### config.mk
export PLATFORM = sky130hd
export DESIGN_NAME = sts_detector
export DESIGN_NICKNAME = d
export VERILOG_FILES = /design/src/rtl/sts_detector.sv
export SDC_FILE = /design/constraint.sdc
export NUM_CORES = 2
export LEC_CHECK = 0
export CAP_MARGIN = 25
export CORE_MARGIN = 2
export CORE_UTILIZATION = 55
export CTS_CLUSTER_DIAMETER = 80
export CTS_CLUSTER_SIZE = 28
export DETAILED_ROUTE_END_ITERATION = 10
export PLACE_DENSITY = 0.73
export SLEW_MARGIN = 30
export SYNTH_ARGS = -nofsm -noshare
export SYNTH_HDL_FRONTEND = slang
export SYNTH_SLANG_ARGS = --single-unit
### constraint.sdc
create_clock -name clk -period 5.45 [get_ports clk]
set_input_delay 1.09 -clock clk [delete_from_list [all_inputs] [get_ports clk]]
set_output_delay 1.09 -clock clk [all_outputs]
set_load 0.05 [all_outputs]
### src/rtl/sts_detector.sv
// sts_detector: 802.11a short-training-sequence detector.
// Lag-16 delay-and-correlate against a 16-sample windowed energy, followed by
// a plateau counter that declares detection after PLAT_LEN consecutive
// qualifying samples. Pipeline: stage 0 (products), stage 1 (running sums),
// stage 2 (threshold compare), stage 3 (FSM); each stage advances only on a
// valid token, so detection latency is independent of rx_dv gaps.
// Optional feature: define STS_DET_CFO_OUT_EN to add cfo_re/cfo_im outputs
// that capture the correlator sums of the token that completed the plateau.
module sts_detector #(
  parameter int THR_NUM    = 6,
  parameter int MIN_ENERGY = 1024,
  parameter int PLAT_LEN   = 48,
  parameter int IDX_W      = 16
) (
  input  logic                    clk,
  input  logic                    rst_n,
  input  logic                    rx_clr,
  input  logic                    rx_dv,
  input  logic signed [7:0]       rx_re,
  input  logic signed [7:0]       rx_im,
  output logic                    sts_det,
  output logic [IDX_W-1:0]        det_index,
  output logic [1:0]              det_state
`ifdef STS_DET_CFO_OUT_EN
  ,
  output logic signed [20:0]      cfo_re,
  output logic signed [20:0]      cfo_im
`endif
);

  localparam logic [1:0] ST_FILL     = 2'd0;
  localparam logic [1:0] ST_SEARCH   = 2'd1;
  localparam logic [1:0] ST_DETECTED = 2'd2;
  localparam int         CNT_W       = $clog2(PLAT_LEN + 1);

  logic [1:0] state;
  logic       accept;

  // Stage 0 state
  logic signed [7:0]  dre [16];
  logic signed [7:0]  dim [16];
  logic [IDX_W-1:0]   smp_cnt;
  logic               v0, mv0;
  logic [IDX_W-1:0]   idx0;
  logic signed [16:0] p0_re, p0_im;
  logic [15:0]        e0;

  // Stage 1 state
  logic signed [16:0] pd_re [16];
  logic signed [16:0] pd_im [16];
  logic [15:0]        ed [16];
  logic signed [20:0] c_re, c_im;
  logic [19:0]        p_sum;
  logic               v1, mv1;
  logic [IDX_W-1:0]   idx1;

  // Stage 2 state
  logic               v2, mv2, ok2;
  logic [IDX_W-1:0]   idx2;
`ifdef STS_DET_CFO_OUT_EN
  logic signed [20:0] c2_re, c2_im;
`endif

  // Stage 3 state
  logic [CNT_W-1:0]   plat_cnt;
  logic [CNT_W-1:0]   cnt_inc;

  // Once detected, the front end stops consuming samples.
  assign accept = rx_dv && (state != ST_DETECTED);

  // Stage 0 arithmetic: lag-16 product and instantaneous energy, 17-bit signed.
  logic signed [16:0] re_x, im_x, dre_x, dim_x, p_re_c, p_im_c, e_c;
  assign re_x   = 17'(rx_re);
  assign im_x   = 17'(rx_im);
  assign dre_x  = 17'(dre[15]);
  assign dim_x  = 17'(dim[15]);
  assign p_re_c = re_x * dre_x + im_x * dim_x;
  assign p_im_c = im_x * dre_x - re_x * dim_x;
  assign e_c    = re_x * re_x + im_x * im_x;

  // Stage 0: sample delay line, product/energy registers, sample index.
  // NOTE: all sequential state uses non-blocking assignments so every stage
  // reads the previous-cycle value of its neighbours regardless of block order.
  always_ff @(posedge clk or negedge rst_n) begin
    if (!rst_n) begin
      // NOTE: the delay lines are reset explicitly because stale taps would
      // corrupt the first window after a clear; they cannot be left as plain RAM.
      for (int i = 0; i < 16; i++) begin
        dre[i] <= '0;
        dim[i] <= '0;
      end
      smp_cnt <= '0;
      v0      <= 1'b0;
      mv0     <= 1'b0;
      idx0    <= '0;
      p0_re   <= '0;
      p0_im   <= '0;
      e0      <= '0;
    end else if (rx_clr) begin
      for (int i = 0; i < 16; i++) begin
        dre[i] <= '0;
        dim[i] <= '0;
      end
      smp_cnt <= '0;
      v0      <= 1'b0;
      mv0     <= 1'b0;
      idx0    <= '0;
      p0_re   <= '0;
      p0_im   <= '0;
      e0      <= '0;
    end else begin
      v0 <= accept;
      if (accept) begin
        dre[0] <= rx_re;
        dim[0] <= rx_im;
        for (int i = 1; i < 16; i++) begin
          dre[i] <= dre[i-1];
          dim[i] <= dim[i-1];
        end
        p0_re <= p_re_c;
        p0_im <= p_im_c;
        e0    <= 16'(e_c);
        idx0  <= smp_cnt;
        mv0   <= (smp_cnt >= IDX_W'(31));
        if (smp_cnt != '1) smp_cnt <= smp_cnt + IDX_W'(1);
      end
    end
  end

  // Stage 1: 16-sample running sums of product (C) and energy (P).
  always_ff @(posedge clk or negedge rst_n) begin
    if (!rst_n) begin
      for (int i = 0; i < 16; i++) begin
        pd_re[i] <= '0;
        pd_im[i] <= '0;
        ed[i]    <= '0;
      end
      c_re  <= '0;
      c_im  <= '0;
      p_sum <= '0;
      v1    <= 1'b0;
      mv1   <= 1'b0;
      idx1  <= '0;
    end else if (rx_clr) begin
      for (int i = 0; i < 16; i++) begin
        pd_re[i] <= '0;
        pd_im[i] <= '0;
        ed[i]    <= '0;
      end
      c_re  <= '0;
      c_im  <= '0;
      p_sum <= '0;
      v1    <= 1'b0;
      mv1   <= 1'b0;
      idx1  <= '0;
    end else begin
      v1 <= v0;
      if (v0) begin
        c_re  <= c_re + 21'(p0_re) - 21'(pd_re[15]);
        c_im  <= c_im + 21'(p0_im) - 21'(pd_im[15]);
        p_sum <= p_sum + 20'(e0) - 20'(ed[15]);
        pd_re[0] <= p0_re;
        pd_im[0] <= p0_im;
        ed[0]    <= e0;
        for (int i = 1; i < 16; i++) begin
          pd_re[i] <= pd_re[i-1];
          pd_im[i] <= pd_im[i-1];
          ed[i]    <= ed[i-1];
        end
        mv1  <= mv0;
        idx1 <= idx0;
      end
    end
  end

  // Stage 2 arithmetic: 8*(|C_re|+|C_im|) against THR_NUM*P at 26 bits.
  logic [20:0] abs_re, abs_im;
  logic [22:0] mag;
  logic [25:0] lhs, rhs;
  assign abs_re = c_re[20] ? 21'(-c_re) : 21'(c_re);
  assign abs_im = c_im[20] ? 21'(-c_im) : 21'(c_im);
  assign mag    = 23'(abs_re) + 23'(abs_im);
  assign lhs    = {mag, 3'b000};
  assign rhs    = 26'(THR_NUM) * 26'(p_sum);

  // Stage 2: register the per-token qualification decision.
  always_ff @(posedge clk or negedge rst_n) begin
    if (!rst_n) begin
      v2   <= 1'b0;
      mv2  <= 1'b0;
      ok2  <= 1'b0;
      idx2 <= '0;
`ifdef STS_DET_CFO_OUT_EN
      c2_re <= '0;
      c2_im <= '0;
`endif
    end else if (rx_clr) begin
      v2   <= 1'b0;
      mv2  <= 1'b0;
      ok2  <= 1'b0;
      idx2 <= '0;
`ifdef STS_DET_CFO_OUT_EN
      c2_re <= '0;
      c2_im <= '0;
`endif
    end else begin
      v2 <= v1;
      if (v1) begin
        ok2  <= (lhs >= rhs) && (p_sum >= 20'(MIN_ENERGY));
        mv2  <= mv1;
        idx2 <= idx1;
`ifdef STS_DET_CFO_OUT_EN
        c2_re <= c_re;
        c2_im <= c_im;
`endif
      end
    end
  end

  assign cnt_inc = plat_cnt + CNT_W'(1);

  // Stage 3: FILL/SEARCH/DETECTED state machine with plateau counter.
  always_ff @(posedge clk or negedge rst_n) begin
    if (!rst_n) begin
      state     <= ST_FILL;
      plat_cnt  <= '0;
      sts_det   <= 1'b0;
      det_index <= '0;
`ifdef STS_DET_CFO_OUT_EN
      cfo_re <= '0;
      cfo_im <= '0;
`endif
    end else if (rx_clr) begin
      state     <= ST_FILL;
      plat_cnt  <= '0;
      sts_det   <= 1'b0;
      det_index <= '0;
`ifdef STS_DET_CFO_OUT_EN
      cfo_re <= '0;
      cfo_im <= '0;
`endif
    end else if (v2 && mv2 && (state != ST_DETECTED)) begin
      if (ok2 && (cnt_inc == CNT_W'(PLAT_LEN))) begin
        state     <= ST_DETECTED;
        plat_cnt  <= cnt_inc;
        sts_det   <= 1'b1;
        det_index <= idx2;
`ifdef STS_DET_CFO_OUT_EN
        cfo_re <= c2_re;
        cfo_im <= c2_im;
`endif
      end else begin
        state    <= ST_SEARCH;
        plat_cnt <= ok2 ? cnt_inc : '0;
      end
    end
  end

  assign det_state = state;

endmodule

### Yosys cells after proc, flatten, opt, wreduce, memory -nomap -nowiden

Cells that the tools add are included.

| word-level totals | value |
|---|---|
| bits of input ports | 20 |
| output and inout port bits | 19 |
| flip-flop bits (word level) | 1264 |
| logic and storage cells | 198 |

| operators by class | value |
|---|---|
| reduce and logical (&&, ||, !) cells | 13 |
| equal/unequal tests | 3 |
| multiply operators | 7 |
| $lt $le $gt $ge | 3 |
| add/subtract/negate cells | 14 |
| muxes and demuxes | 57 |

Operators by type and width:

| operator | count |
|---|---|
| two-way mux 272 bit | 4 |
| two-way mux 128 bit | 4 |
| two-way mux 256 bit | 2 |
| two-way mux 16 bit | 14 |
| two-way mux 21 bit | 6 |
| multiplier 8 x 8 -> 16 bit | 6 |
| two-way mux 17 bit | 4 |
| adder 21 x 17 -> 21 bit | 2 |
| negator 21 bit | 2 |
| subtractor 21 x 17 -> 21 bit | 2 |
| two-way mux 20 bit | 2 |
| >= comparator 25 x 23 -> 1 bit | 1 |
| two-way mux 6 bit | 4 |
| adder 21 x 21 -> 22 bit | 1 |
| multiplier 2 x 20 -> 22 bit, first input constant | 1 |
| adder 20 x 16 -> 20 bit | 1 |
| >= comparator 20 x 11 -> 1 bit, second input constant | 1 |
| subtractor 20 x 16 -> 20 bit | 1 |
| adder 16 x 16 -> 17 bit | 1 |
| subtractor 16 x 16 -> 17 bit | 1 |
| adder 16 x 1 -> 16 bit, second input constant | 1 |
| adder 16 bit | 1 |
| >= comparator 16 x 5 -> 1 bit, second input constant | 1 |
| != test 16 bit, second input constant | 1 |
| 8 further kinds | 33 |

### Depth between registers and ports, before layout

| depth | value |
|---|---|
| word-level depth | 7 |
| gate-level depth with buffers | 24 |
| mapped depth without buffers | 24 |

### Worst setup path before layout

OpenSTA, ideal clock, no wires.

| path | value |
|---|---|
| kind | input to register |
| from | in rx_im[7] |
| to | reg p0_re[15] |
| cell stages on the path | 20 |
| arrival | 6.288 ns |
| setup slack | -0.953 ns |
| path through | clkbuf_1 -> and2_1 -> inv_1 -> fa_1 -> fa_1 -> inv_1 -> fa_1 -> fa_1 -> fa_1 -> inv_1 -> fa_1 -> inv_1 -> ha_1 -> nand2_1 -> o21ai_1 -> a41oi_1 -> a21oi_1 -> a31oi_1 -> or4_1 -> o311ai_0 |

| between the ends | value |
|---|---|
| longest elaborated chain between the ends | 4 |

RTL lines:

| element | RTL line | text |
|---|---|---|
| start: declaration | 20 | `input logic signed [7:0] rx_im,` |
| multiplier 8 x 8 -> 16 bit | 77 | `assign p_re_c = re_x * dre_x + im_x * dim_x;` |
| adder 16 x 16 -> 17 bit | 77 |  |
| two-way mux 17 bit | 113 | `if (accept) begin` |
| two-way mux 17 bit | 99 | `end else if (rx_clr) begin` |
| end signal: assignment | 120 | `p0_re <= p_re_c;` |
| end: declaration | 45 | `logic signed [16:0] p0_re, p0_im;` |

Every way passes these cells. The select of a mux whose other input is x is not followed.
A chain may end at the register's enable or synchronous reset.

### Final worst setup path

| path | value |
|---|---|
| from | in rx_re[7] |
| to | reg p0_im[14] |

| between the ends | value |
|---|---|
| longest elaborated chain between the ends | 4 |

RTL lines:

| element | RTL line | text |
|---|---|---|
| start: declaration | 19 | `input logic signed [7:0] rx_re,` |
| multiplier 8 x 8 -> 16 bit | 78 | `assign p_im_c = im_x * dre_x - re_x * dim_x;` |
| subtractor 16 x 16 -> 17 bit | 78 |  |
| two-way mux 17 bit | 113 |  |
| two-way mux 17 bit | 99 |  |
| end signal: assignment | 121 | `p0_im <= p_im_c;` |
| end: declaration | 45 |  |

Every way passes these cells. The select of a mux whose other input is x is not followed.

==> results.sh <==
export IMPL_status="complete, but fails checks"
export IMPL_violations="negative setup slack"
export IMPL_cts_tree="built"
export IMPL_rr_worst_depth=21
export IMPL_drtAntennaViolNets=0
export IMPL_drtIter0Drc=3561
export IMPL_cts_hold_buf=0
export IMPL_final_common_cell="dfrtp_1"
export IMPL_cts_root_buf="clkbuf_16"
export IMPL_route_detailed_drc=0
export IMPL_setup_ws_ns=-0.126
export IMPL_slowest_delay_ns=0.57
export IMPL_worst_pin_slew_ns=1.02
export IMPL_skew_ns=0.0394
export IMPL_post_route_min_period_ns=5.58
export IMPL_fin_cells=9063
export IMPL_cp_arrival_ns=6.23
export IMPL_critPathTopFamily="adder cells"
export IMPL_cpMostUsedCell="fa_1"
export IMPL_drt_pass1_iter_count=7
export IMPL_min_path_type="in -> async"
export IMPL_syn_area_per_cell_um2=10.2
export IMPL_peakVddDrop_mv=1.02
export IMPL_required_ns=6.10
export IMPL_vias_per_cell=5.39
export IMPL_layout_common_cells="dfrtp_1 (1,252), nor2_1 (1,018), mux2i_1 (891)"
export IMPL_initial_core_util=0.554
export IMPL_relSlewSlack=0.320
export IMPL_fin_crit_sh=1.02
export IMPL_synth_area_mm2=0.0728
export IMPL_dieArea_mm2=0.135
export IMPL_die_x_um=368
export IMPL_synth_edff_count=0
export IMPL_criticalPathCategory="in -> reg"
export IMPL_track_usage=0.235
export IMPL_grt_max_degree=223
export IMPL_ioPinCount=39
export IMPL_row_count=133
export IMPL_rsz0062_at_grt="yes"
export IMPL_port_buffers=38
export IMPL_max_freq_ghz=0.179
export IMPL_async_flop_share=1.00
export IMPL_grt_ovfl_total=0
export IMPL_antenna_cells=0
export IMPL_synth_nets=7925
export IMPL_worst_path_max_delay_cell="fa_1"
export IMPL_worst_path_buf_inv=7
export IMPL_area_delta_synth_final_pct=11.9
export IMPL_drive_above_1_share=0.112
export IMPL_synth_ff_type="dfrtp_1"
export IMPL_ys_ff_latch=1264
export IMPL_antenna_found_initial=1
export IMPL_place_area_mm2=0.0771
export IMPL_finalSetupTns_ns=-0.537
export IMPL_cts_max_level=3
export IMPL_crit_fanout=6
export IMPL_syn_inst=7152
export IMPL_path_cells="buf_8 -> buf_8 -> bufbuf_16 -> and2_1 -> fa_1 -> inv_1 -> fa_1 -> fa_1 -> fa_1 -> fa_1 -> inv_1 -> fa_1 -> inv_1 -> ha_4 -> or3_1 -> nor3_2 -> buf_4 -> o21a_1 -> o21ai_1 -> a21oi_1"
export IMPL_final_hold_viol_count=0
export IMPL_worst_setup_path_end_kind="flop"
export IMPL_power_leakage_nw=38.6
export IMPL_power_density_mw_per_mm2=360
export IMPL_die_h_um=368
export IMPL_nets=8042
export IMPL_clk_latency_ns=0.73
export IMPL_routed_wirelength_um=156000
export IMPL_core_mm2=0.131
export IMPL_routedWlPerCell_um=17.2
export IMPL_clkSlewWorstSetupHoldPaths_ns=0.10
export IMPL_grt_pass1_vias=49932
export IMPL_gp_congestion=0.911
export IMPL_drv_cap=0
export IMPL_ys_seq_area_frac=0.434
export IMPL_synth_cell_types=79
export IMPL_num_vias=48845
export IMPL_post_dp_hpwl_um=106000
export IMPL_max_clock_path_buffers=3
export IMPL_numCtsBuffers=67
export IMPL_start_kind="input pin"
export IMPL_clock_sinks=1264
export IMPL_placedCellCount=8875
export IMPL_crit_cells=20
export IMPL_final_area_mm2=0.0815
export IMPL_synth_warnings=0
export IMPL_grt_pass1_wl_um=261000
export IMPL_fin_util=0.620
export IMPL_setup_viol=9
export IMPL_hold_worst_slack_ns=0.198
export IMPL_slew_viol_final=0
power by group:
part / switching, W / total, W / internal [W]
Combinational: 0.00717 / 0.0134 / 0.00627
Clock: 0.00342 / 0.00604 / 0.00262
Sequential: 0.000281 / 0.00986 / 0.00958
Total: 0.0109 / 0.0293 / 0.0185
synth_stat cells (all sizes together), types with 45 or more instances:
library cell  instances  share of area
a21o                 45         0.0047
a21oi               427          0.029
and2                182          0.016
buf                  83         0.0043
clkbuf              297          0.015
dfrtp              1264           0.43
fa                  454           0.12
ha                  299          0.051
inv                 719          0.037
mux2i               891           0.12
nand2               802          0.041
nor2               1027          0.053
o21ai                70         0.0049
xnor2               157          0.019
final timing paths:
kind                             from         end  slack, ns
setup / recovery             rx_re[7]   p0_im[14]      -0.13
hold / removal                  rst_n     ed[113]       0.20
setup reg to reg               dre[3]   p0_re[15]      -0.06
hold reg to reg            pd_re[191]  pd_re[174]       0.50
max in group asynchronous       rst_n      dim[2]       3.68
min in group clk           pd_re[191]  pd_re[174]       0.50
repair_timing:
action	in CTS	in global routing
endpoints found under the setup margin	29	24
gates resized for setup	226	208
pin swaps	105	141
setup buffers	47	31
cloned	11	0
sequential cells by signal, indices dropped and copies added, names as in the netlist, 20 cells and up:
register	count
c_re	21
dre	128
ed	256
pd_re	272
pd_im	272
dim	128
p_sum	20
c_im	21
kinds of logic after synthesis:
kind of cell	share of synthesized area
AO/OA/AOI/OAI	0.0578
flip-flops	0.434
adder cells (fa/ha/maj)	0.176
buffers and inverters	0.0567
AND/OR/NAND/NOR	0.128
XOR/XNOR	0.0238
multiplexers	0.123
metrics by stage:
step,total power (W),setup WS [ns]
5_1_grt,0.0313,-0.304
4_1_cts,0.0288,-0.155
3_3_place_gp,0.0216,-1.31
6_report,0.0293,-0.126
3_5_place_dp,0.0218,-1.40
2_1_floorplan,0.0183,-0.631
worst reg2reg max path, stage by stage (launching register included):
cell,delay [ns]
dfrtp_2,0.45
buf_6,0.14
buf_12,0.12
buf_4,0.12
nand2_1,0.07
fa_1,0.43
fa_1,0.47
fa_1,0.51
inv_1,0.05
fa_1,0.50
fa_1,0.50
inv_1,0.05
fa_1,0.50
inv_2,0.05
ha_4,0.26
nand2_1,0.06
o21ai_2,0.18
a41oi_4,0.14
a21oi_2,0.18
a31oi_1,0.11
or4_1,0.42
o311ai_1,0.11
cell type report:
type	instances	area (um2)
multi-input cells	4788	38200
flip-flops and latches	1264	31600
well taps	1755	2200
clock buffers	72	1750
repair buffers	428	4430
fillers	10613	50000
inverters	720	2710
clock inverters	36	588
per-layer routing:
metal | global-route usage | up-vias | share of wire | wire length [um]
met5 | 0 | - | 0 | 0
met1 | 0.329 | 24621 | 0.45 | 70700
met4 | 0.0659 | 0 | 0.030 | 4680
met2 | 0.388 | 794 | 0.48 | 75100
met3 | 0.0277 | 246 | 0.035 | 5500
li1 | - | 23184 | - | -
No activity file was read; power rests on OpenSTA's default activity.
